### src/rtl/fetch_decode_unit.sv
// Multi-cycle fetch/decode/execute/writeback sequencer for a 16-bit instruction set
// with an 8-bit datapath; the register file and instruction memory sit outside.
module fetch_decode_unit #(
    parameter int DATA_W = 8,
    parameter int ADDR_W = 8
) (
    input  logic              clk,
    input  logic              reset,
    input  logic              start,
    output logic [ADDR_W-1:0] address,
    input  logic [15:0]       instruction,
    output logic [3:0]        rdAddrA,
    output logic [3:0]        rdAddrB,
    input  logic [DATA_W-1:0] rdDataA,
    input  logic [DATA_W-1:0] rdDataB,
    output logic              wrEn,
    output logic [3:0]        wrAddr,
    output logic [DATA_W-1:0] wrData,
    output logic              busy,
    output logic              halted
);

    typedef enum logic [2:0] {
        S_IDLE,
        S_FETCH,
        S_DECODE,
        S_EXECUTE,
        S_WRITEBACK,
        S_HALT
    } state_t;

    localparam logic [3:0] OP_SET  = 4'b0000;
    localparam logic [3:0] OP_COPY = 4'b0010;
    localparam logic [3:0] OP_ADD  = 4'b0100;
    localparam logic [3:0] OP_NEG  = 4'b0101;
    localparam logic [3:0] OP_AND  = 4'b0110;
    localparam logic [3:0] OP_OR   = 4'b0111;
    localparam logic [3:0] OP_SHL  = 4'b1000;
    localparam logic [3:0] OP_GT   = 4'b1011;
    localparam logic [3:0] OP_HALT = 4'b1110;

    state_t              state_q, state_d;
    logic [ADDR_W-1:0]   pc_q, pc_d;
    logic [15:0]         ir_q, ir_d;
    logic [DATA_W-1:0]   result_q, result_d;
    logic                wr_en_q, wr_en_d;
    logic                busy_q, busy_d;
    logic                halted_q, halted_d;
    logic [3:0]          opcode;

    assign opcode = ir_q[15:12];

    function automatic logic writes_reg(input logic [3:0] op);
        return op inside {OP_SET, OP_COPY, OP_ADD, OP_NEG, OP_AND, OP_OR, OP_SHL, OP_GT};
    endfunction

    function automatic logic [DATA_W-1:0] alu(input logic [3:0] op, input logic [15:0] ir,
                                              input logic [DATA_W-1:0] a,
                                              input logic [DATA_W-1:0] b);
        logic [DATA_W-1:0] r;
        r = '0;
        case (op)
            OP_SET:  r = ir[DATA_W-1:0];
            OP_COPY: r = a;
            OP_ADD:  r = a + b;
            OP_NEG:  r = ~a + DATA_W'(1);
            OP_AND:  r = a & b;
            OP_OR:   r = a | b;
            OP_SHL:  r = {a[DATA_W-2:0], 1'b0};
            OP_GT:   r = {{(DATA_W-1){1'b0}}, (a > b)};
            default: r = '0;
        endcase
        return r;
    endfunction

    always_comb begin
        // NOTE: every variable gets a default first so no path can infer a latch.
        state_d  = state_q;
        pc_d     = pc_q;
        ir_d     = ir_q;
        result_d = result_q;
        case (state_q)
            S_IDLE, S_HALT: begin
                if (start) begin
                    pc_d    = '0;
                    state_d = S_FETCH;
                end
            end
            S_FETCH: begin
                ir_d    = instruction;
                state_d = S_DECODE;
            end
            S_DECODE:    state_d = (opcode == OP_HALT) ? S_HALT : S_EXECUTE;
            S_EXECUTE: begin
                if (writes_reg(opcode)) result_d = alu(opcode, ir_q, rdDataA, rdDataB);
                state_d = S_WRITEBACK;
            end
            S_WRITEBACK: begin
                pc_d    = pc_q + ADDR_W'(1);
                state_d = S_FETCH;
            end
            default:     state_d = S_IDLE;
        endcase

        // Status outputs are registered from the next state so they line up with it.
        wr_en_d  = (state_d == S_WRITEBACK) && writes_reg(opcode);
        busy_d   = state_d inside {S_FETCH, S_DECODE, S_EXECUTE, S_WRITEBACK};
        halted_d = (state_d == S_HALT);
    end

    // NOTE: sequential state uses non-blocking assignments so all flops update together.
    always_ff @(posedge clk or posedge reset) begin
        if (reset) begin
            state_q  <= S_IDLE;
            pc_q     <= '0;
            ir_q     <= '0;
            result_q <= '0;
            wr_en_q  <= 1'b0;
            busy_q   <= 1'b0;
            halted_q <= 1'b0;
        end else begin
            state_q  <= state_d;
            pc_q     <= pc_d;
            ir_q     <= ir_d;
            result_q <= result_d;
            wr_en_q  <= wr_en_d;
            busy_q   <= busy_d;
            halted_q <= halted_d;
        end
    end

    assign address = pc_q;
    assign rdAddrA = ir_q[7:4];
    assign rdAddrB = ir_q[3:0];
    assign wrAddr  = ir_q[11:8];
    assign wrData  = result_q;
    assign wrEn    = wr_en_q;
    assign busy    = busy_q;
    assign halted  = halted_q;

endmodule

### config.mk
export PLATFORM = sky130hd
export DESIGN_NAME = fetch_decode_unit
export DESIGN_NICKNAME = d
export VERILOG_FILES = /design/src/rtl/fetch_decode_unit.sv
export SDC_FILE = /design/constraint.sdc
export NUM_CORES = 1
export LEC_CHECK = 0
export BUFFER_PORTS_ARGS = -buffer_cell sky130_fd_sc_hd__buf_2
export CORE_MARGIN = 5
export CORE_UTILIZATION = 59
export DETAILED_ROUTE_END_ITERATION = 6
export GPL_TIMING_DRIVEN = 0
export PLACE_DENSITY_LB_ADDON = 0.08
export SYNTH_ARGS = -nofsm -noshare
export SYNTH_HDL_FRONTEND = slang
export SYNTH_SLANG_ARGS = --single-unit
export TNS_END_PERCENT = 1
### constraint.sdc
create_clock -name clk -period 2.55 [get_ports clk]
set_clock_uncertainty 0.15 [all_clocks]
set_input_delay 0.51 -clock clk [delete_from_list [all_inputs] [get_ports clk]]
set_output_delay 0.51 -clock clk [all_outputs]
set_load 0.02 [all_outputs]
==> results of run 1 <==
-- layout by cell type, fill, tap and decap left out, types with 6 or more instances in the layout --
| cell type | netlist | routed |
|---|---|---|
| sky130_fd_sc_hd__buf_4 | 19 | 19 |
| sky130_fd_sc_hd__ha_1 | 26 | 26 |
| sky130_fd_sc_hd__clkbuf_8 | 0 | 6 |
| sky130_fd_sc_hd__nor2_1 | 22 | 22 |
| sky130_fd_sc_hd__xnor2_1 | 6 | 6 |
| sky130_fd_sc_hd__o21ai_0 | 18 | 18 |
| sky130_fd_sc_hd__a31oi_1 | 7 | 7 |
| sky130_fd_sc_hd__mux2_2 | 17 | 17 |
| sky130_fd_sc_hd__nand3_1 | 9 | 9 |
| sky130_fd_sc_hd__inv_1 | 24 | 23 |
| sky130_fd_sc_hd__mux2i_1 | 6 | 6 |
| sky130_fd_sc_hd__nand2_1 | 22 | 22 |
| sky130_fd_sc_hd__nor3_1 | 10 | 10 |
| sky130_fd_sc_hd__buf_2 | 3 | 68 |
| sky130_fd_sc_hd__dfrtp_1 | 38 | 38 |
| sky130_fd_sc_hd__a21oi_1 | 23 | 23 |
-- metrics by stage --
step	setup slack [ns]	instance area, µm²	power [mW]	util (%)
global placement	-0.145	3330	2.98	69.9
floorplan	0.198	2920	2.49	-
CTS	0.125	3470	3.66	72.9
detailed placement	-0.175	3330	3.02	69.9
global route	0.00854	3470	3.93	72.9
finish	0.129	3470	3.67	72.9
-- final cells by class --
type / instances / area, µm²
inverters: 24 / 90.1
well taps: 67 / 83.8
repair buffers: 65 / 325
clock inverters: 2 / 60.1
plain buffers: 25 / 169
flip-flops and latches: 38 / 951
clock buffers: 6 / 82.6
fillers: 389 / 1290
multi-input cells: 240 / 1710
-- how the worst max path moves through the flow --
stage	startpoint	endpoint	slack, ns	cells past startpoint
after CTS	rdDataA[0]	wrData[4]	0.13	8
after floorplan	rdDataA[0]	wrData[4]	0.20	7
after global placement	rdDataA[0]	wrData[4]	-0.14	8
final	rdDataA[0]	wrData[4]	0.13	8
after global routing	rdDataA[1]	wrData[6]	0.009	8
after detailed placement	rdDataA[0]	wrData[4]	-0.18	8
-- layer usage --
layer  global-route usage [%]  vias to the layer above  share of wire, %
met2                     38.8                      119                47
met3                     7.17                       14               8.7
li1                         -                     1315                 -
met1                     31.1                     1258                43
met5                        0                        -                 0
met4                     6.76                        0               1.6
-- flip-flops by register name, indices dropped and copies added, names as in the netlist --
name and cells:
wrData 8, state_q 3, wrEn 1, address 8, busy 1, halted 1
ir_q 16
-- critical path, cell delays in order --
cell and delay (ns):
sky130_fd_sc_hd__buf_2 0.14, sky130_fd_sc_hd__ha_1 0.28, sky130_fd_sc_hd__fa_1 0.48, sky130_fd_sc_hd__a21o_1 0.19, sky130_fd_sc_hd__a211oi_1 0.22, sky130_fd_sc_hd__nor2_1 0.08
sky130_fd_sc_hd__a221o_1 0.37, sky130_fd_sc_hd__o22a_1 0.18
-- logic make-up after synthesis --
group           after synthesis
xor+xnor                      7
fa+ha+maj                    27
flops                        38
buf+inv                      49
simple gates                100
mux                          23
compound gates               83
-- power breakdown --
part / total (mW) / switching (mW) / internal (mW)
Sequential: 1.02 / 0.176 / 0.848
Combinational: 2.01 / 1.15 / 0.863
Clock: 0.630 / 0.212 / 0.417
Total: 3.67 / 1.54 / 2.13
==> metrics, run 1 <==
status=complete, no violations; fraction of the yosys area taken by sequential cells=between 30% and 40%; reg-to-reg slack, setup=0.41 ns; I/O pin count=66; top-area cell type share of the netlist area=32.6%; Num CTS Buffers=5; Async SR Flop Fraction=between 90% and 100%; number of antenna violations at the first check in global routing=0; vias in the first global route=2574; launching element type of the critical path=primary input; setup TNS after final layout=0 ns; XOR/XNOR Fraction of Synth Area=between 2 and 2.5%; post-route fraction of the period consumed by the critical path=a little over nine tenths; total placed cells including tap cells=459; H-Tree Depth=2; Worst Path Required=2.58 ns; count of endpoints failing setup in the final report=0; Horiz. Die Dim=80.3 µm; initial drt markers=178; share of synthesized area spent on multiplexers=approximately 8.6%; number of synthesized flops with an enable pin=0; Yosys top cell by area=sky130_fd_sc_hd__dfrtp_1; Synthesized Nets=389; maximum clock path buffer count=2; leading post-synthesis cells by cell area=sky130_fd_sc_hd__dfrtp_1 33%, sky130_fd_sc_hd__ha_1 11%, sky130_fd_sc_hd__mux2_2 6.6%; class of the tightest hold or removal check=primary input to asynchronous set/reset pin; most frequent cells after synthesis=38 x sky130_fd_sc_hd__dfrtp_1, 26 x sky130_fd_sc_hd__ha_1, 24 x sky130_fd_sc_hd__inv_1, 23 x sky130_fd_sc_hd__a21oi_1; dominant synthesized flop cell=sky130_fd_sc_hd__dfrtp_1; area growth from synthesis to layout=18.9%; fraction of layout instances using a drive strength above 1=29.8%; number of search-and-repair iterations in the first detailed-routing pass=5; number of buffers inserted for hold repair after clock tree synthesis=0; maximum number of pins on one net before global-route repair=39; adder and majority gate portion of the synthesized area=around an eighth; area fraction in compound gates after synthesis=about 18%; clock latency on the worst-skew pair=0.29 ns; area of the core=4750 µm²; first-pass GRT wire length=between 10 and 15 mm; critical path endpoint category=flop; reg2reg end=wrData[6]; mapped cell area=2920 µm²; overflow left after global routing=0; Post-CTS Setup Inserts=0; slew of the pin with the lowest slew margin=0.855 ns; CTS sink cnt=38; LEAKAGE=1.68 nW; most repeated cell in the gate-level netlist after synthesis=sky130_fd_sc_hd__dfrtp_1; non-filler cells, final=between 400 and 500; Reg2Reg Depth=5; start-to-end type of the worst setup path=primary input to flop; number of remaining DRC errors=0; global placer's final weighted congestion=0.937; worst supply voltage drop on vdd=0.000823 V; final antenna diode count=0; Clk Tree Root Cell=sky130_fd_sc_hd__clkbuf_8; gate count after technology mapping=327; overall routing resource usage=about 24%; normalized max-slew margin=between 40% and 50%; Resized cells post-CTS=0; net count of the finished layout=approximately 460; unrepaired setup endpoints after global routing=false; standard-cell rows=25; via count normalized by instance count=5.79; combinational family with the most area after synthesis=simple AND/OR/NAND/NOR gates; Clk pin slew, worst setup/hold paths=approximately 0.07 ns; Fin. Hold Viols=0; chip height=80.3 µm; maxcap violations=0; final slew viol count=0; TritonCTS clock tree=built; Yosys warning count=0; Initial Utilization=61.3%; overall die area=between 6000 and 7000 µm²; count of state elements after synthesis=38; data arrival at the endpoint of the critical path=2.45 ns; detail-routed net length per standard cell=around 16 µm; worst flop-to-flop path startpoint=ir_q[15]; fmax=about 410 MHz; vias post-DR=2706; minimum period implied by the final worst setup slack=2.42 ns; DPL Wire Length=5.72 mm; P per Cell Area=1060 nW/µm²; total of buffers placed on input and output ports=between 60 and 70; Routed WL=around 7.4 mm; Antenna Nets Post-Route=0; count of cell types in the netlist=56; final worst hold slack=0.202 ns; largest fanout on the critical path=6; simple-gate share of the synthesized area=18.0%; Post-Syn Area per Cell=8.92 µm²
Power figures use the tool's default switching activity.
==> inputs of run 2 (changes only) <==
- PLACE_DENSITY: unset -> 0.86
- PLACE_DENSITY_LB_ADDON: 0.08 -> unset
==> run 2 against run 1 <==
Against the previous run:
- clock power shrank 31%
- sequential cell count is the same
- utilization shrank 0.42 points
- count of clock-buffer cells in the layout is the same
- sequential share of layout area grew 0.16 points
- die area is the same
- maximum frequency shrank 0.28%
- combinational power is essentially flat
- via count shrank 1.0%
==> metrics, run 2 (same netlist as run 1, synthesis figures left out) <==
status=complete, no violations; total placed cells including tap cells=460; worst supply voltage drop on vdd=0.000535 V; Horiz. Die Dim=80.3 µm; Post-CTS Setup Inserts=0; number of antenna violations at the first check in global routing=0; setup TNS after final layout=0 ns; area growth from synthesis to layout=18.2%; highest-count cells in the layout ignoring fill and taps=68 x sky130_fd_sc_hd__buf_2, 38 x sky130_fd_sc_hd__dfrtp_1, 26 x sky130_fd_sc_hd__ha_1; count of endpoints failing setup in the final report=0; Fin. Hold Viols=0; Routed WL=7.31 mm; CTS sink cnt=38; fraction of layout instances using a drive strength above 1=between 20 and 30%; total of buffers placed on input and output ports=65; multi-input logic area=between 1500 and 2000 µm²; Initial Utilization=61.3%; vias post-DR=roughly 2700; critical path endpoint category=flop; register ranked first by flip-flop count=ir_q; data arrival at the endpoint of the critical path=approximately 2.5 ns; LEAKAGE=1.67 nW; vias in the first global route=2545; class of the tightest hold or removal check=primary input to asynchronous set/reset pin; launching element type of the critical path=primary input; number of remaining DRC errors=0; start-to-end type of the worst setup path=primary input to flop; via count normalized by instance count=5.72; unrepaired setup endpoints after global routing=false; clock latency on the worst-skew pair=0.29 ns; maximum clock path buffer count=2; non-filler cells, final=468; standard-cell rows=25; final slew viol count=0; maximum number of pins on one net before global-route repair=26; flip-flop count of the largest register, all copies and words added=16; global placer's final weighted congestion=approximately 0.94; net count of the finished layout=462; overall routing resource usage=between 20% and 30%; flip-flop and latch area=951 µm²; normalized max-slew margin=38.7%; Resized cells post-CTS=0; Filler Cell Count=381; area of the core=4750 µm²; first-pass GRT wire length=about 12 mm; TritonCTS clock tree=built; critical-path cell list=buf_2 > ha_1 > fa_1 > a21o_1 > a211oi_1 > nor2_1 > a221o_1 > o22a_1; overall die area=6450 µm²; Worst Path Required=2.57 ns; I/O pin count=66; overflow left after global routing=0; maxcap violations=0; largest fanout on the critical path=6; Clk Tree Root Cell=sky130_fd_sc_hd__clkbuf_8; Num CTS Buffers=5; P per Cell Area=slightly above 1000 nW/µm²; initial drt markers=178; slowest CP cell=sky130_fd_sc_hd__fa_1; slew of the pin with the lowest slew margin=approximately 0.91 ns; Clk pin slew, worst setup/hold paths=roughly 0.08 ns; Antenna Nets Post-Route=0; number of buffers inserted for hold repair after clock tree synthesis=0; post-route fraction of the period consumed by the critical path=a little over nine tenths; DPL Wire Length=5.85 mm; CP peak stage delay=around 0.45 ns; fmax=412 MHz; H-Tree Depth=2; minimum period implied by the final worst setup slack=2.43 ns; final antenna diode count=0; detail-routed net length per standard cell=15.6 µm; chip height=80.3 µm; most frequent standard cell in the layout excluding fill and tap cells=sky130_fd_sc_hd__buf_2; number of search-and-repair iterations in the first detailed-routing pass=5
==> run 2: cell count changes in the layout (fill, tap and decap cells not counted), sizes merged <==
cell	previous run	this run
bufinv	2	0
clkinv	0	1
clkinvlp	0	1
buf	87	88
==> run 2: final timing paths <==
check | start | end | slack (ns) | cells past startpoint
min in group clk | instruction[14] | ir_q[14] | 0.27 | 3
hold reg to reg | address[7] | address[7] | 0.34 | 1
hold / removal | reset | ir_q[5] | 0.14 | 2
max in group asynchronous | reset | wrEn | 1.57 | 3
setup / recovery | rdDataA[0] | wrData[4] | 0.12 | 8
setup reg to reg | ir_q[12] | wrData[3] | 0.43 | 5
==> run 2: area by class of cell <==
class	instances	share of cell area (%)
sequential	38	27.6
timing repair buffer	66	10.2
multi-input combinational	240	49.5
inverter	24	2.61
clock inverter	2	0.363
tap	67	2.43
buffer	25	4.90
clock buffer	6	2.39
==> run 2: power by group <==
| part | internal [mW] | switching (mW) |
|---|---|---|
| Clock | 0.217 | 0.220 |
| Sequential | 0.848 | 0.168 |
| Combinational | 0.867 | 1.17 |
| Total | 1.93 | 1.56 |
==> run 2: routing by layer <==
| metal | global-route usage (%) | part of all wire (%) |
|---|---|---|
| met5 | 0 | 0 |
| met4 | 7.60 | 2.5 |
| met3 | 3.81 | 6.9 |
| met2 | 38.8 | 49 |
| met1 | 31.9 | 42 |
==> run 2: per-stage QoR <==
| stage | worst slack (ns) | utilization [%] | instance area (µm²) | power, mW | hold slack, ns |
|---|---|---|---|---|---|
| after floorplan | 0.198 | - | 2920 | 2.49 | 0.332 |
| after global placement | -0.150 | 69.9 | 3330 | 2.98 | 0.306 |
| after detailed placement | -0.159 | 70.5 | 3350 | 3.04 | 0.336 |
| after CTS | 0.144 | 72.5 | 3450 | 3.49 | 0.149 |
| after global routing | 0.0568 | 72.5 | 3450 | 3.73 | 0.179 |
| final | 0.122 | 72.5 | 3450 | 3.49 | 0.142 |
==> run 2: critical path, delay by kind of cell <==
kind	cells	cell delay, ns
adder cells (fa/ha/maj)	2	0.71
buffers and inverters	1	0.14
AO/OA/AOI/OAI	4	0.98
AND/OR/NAND/NOR	1	0.09
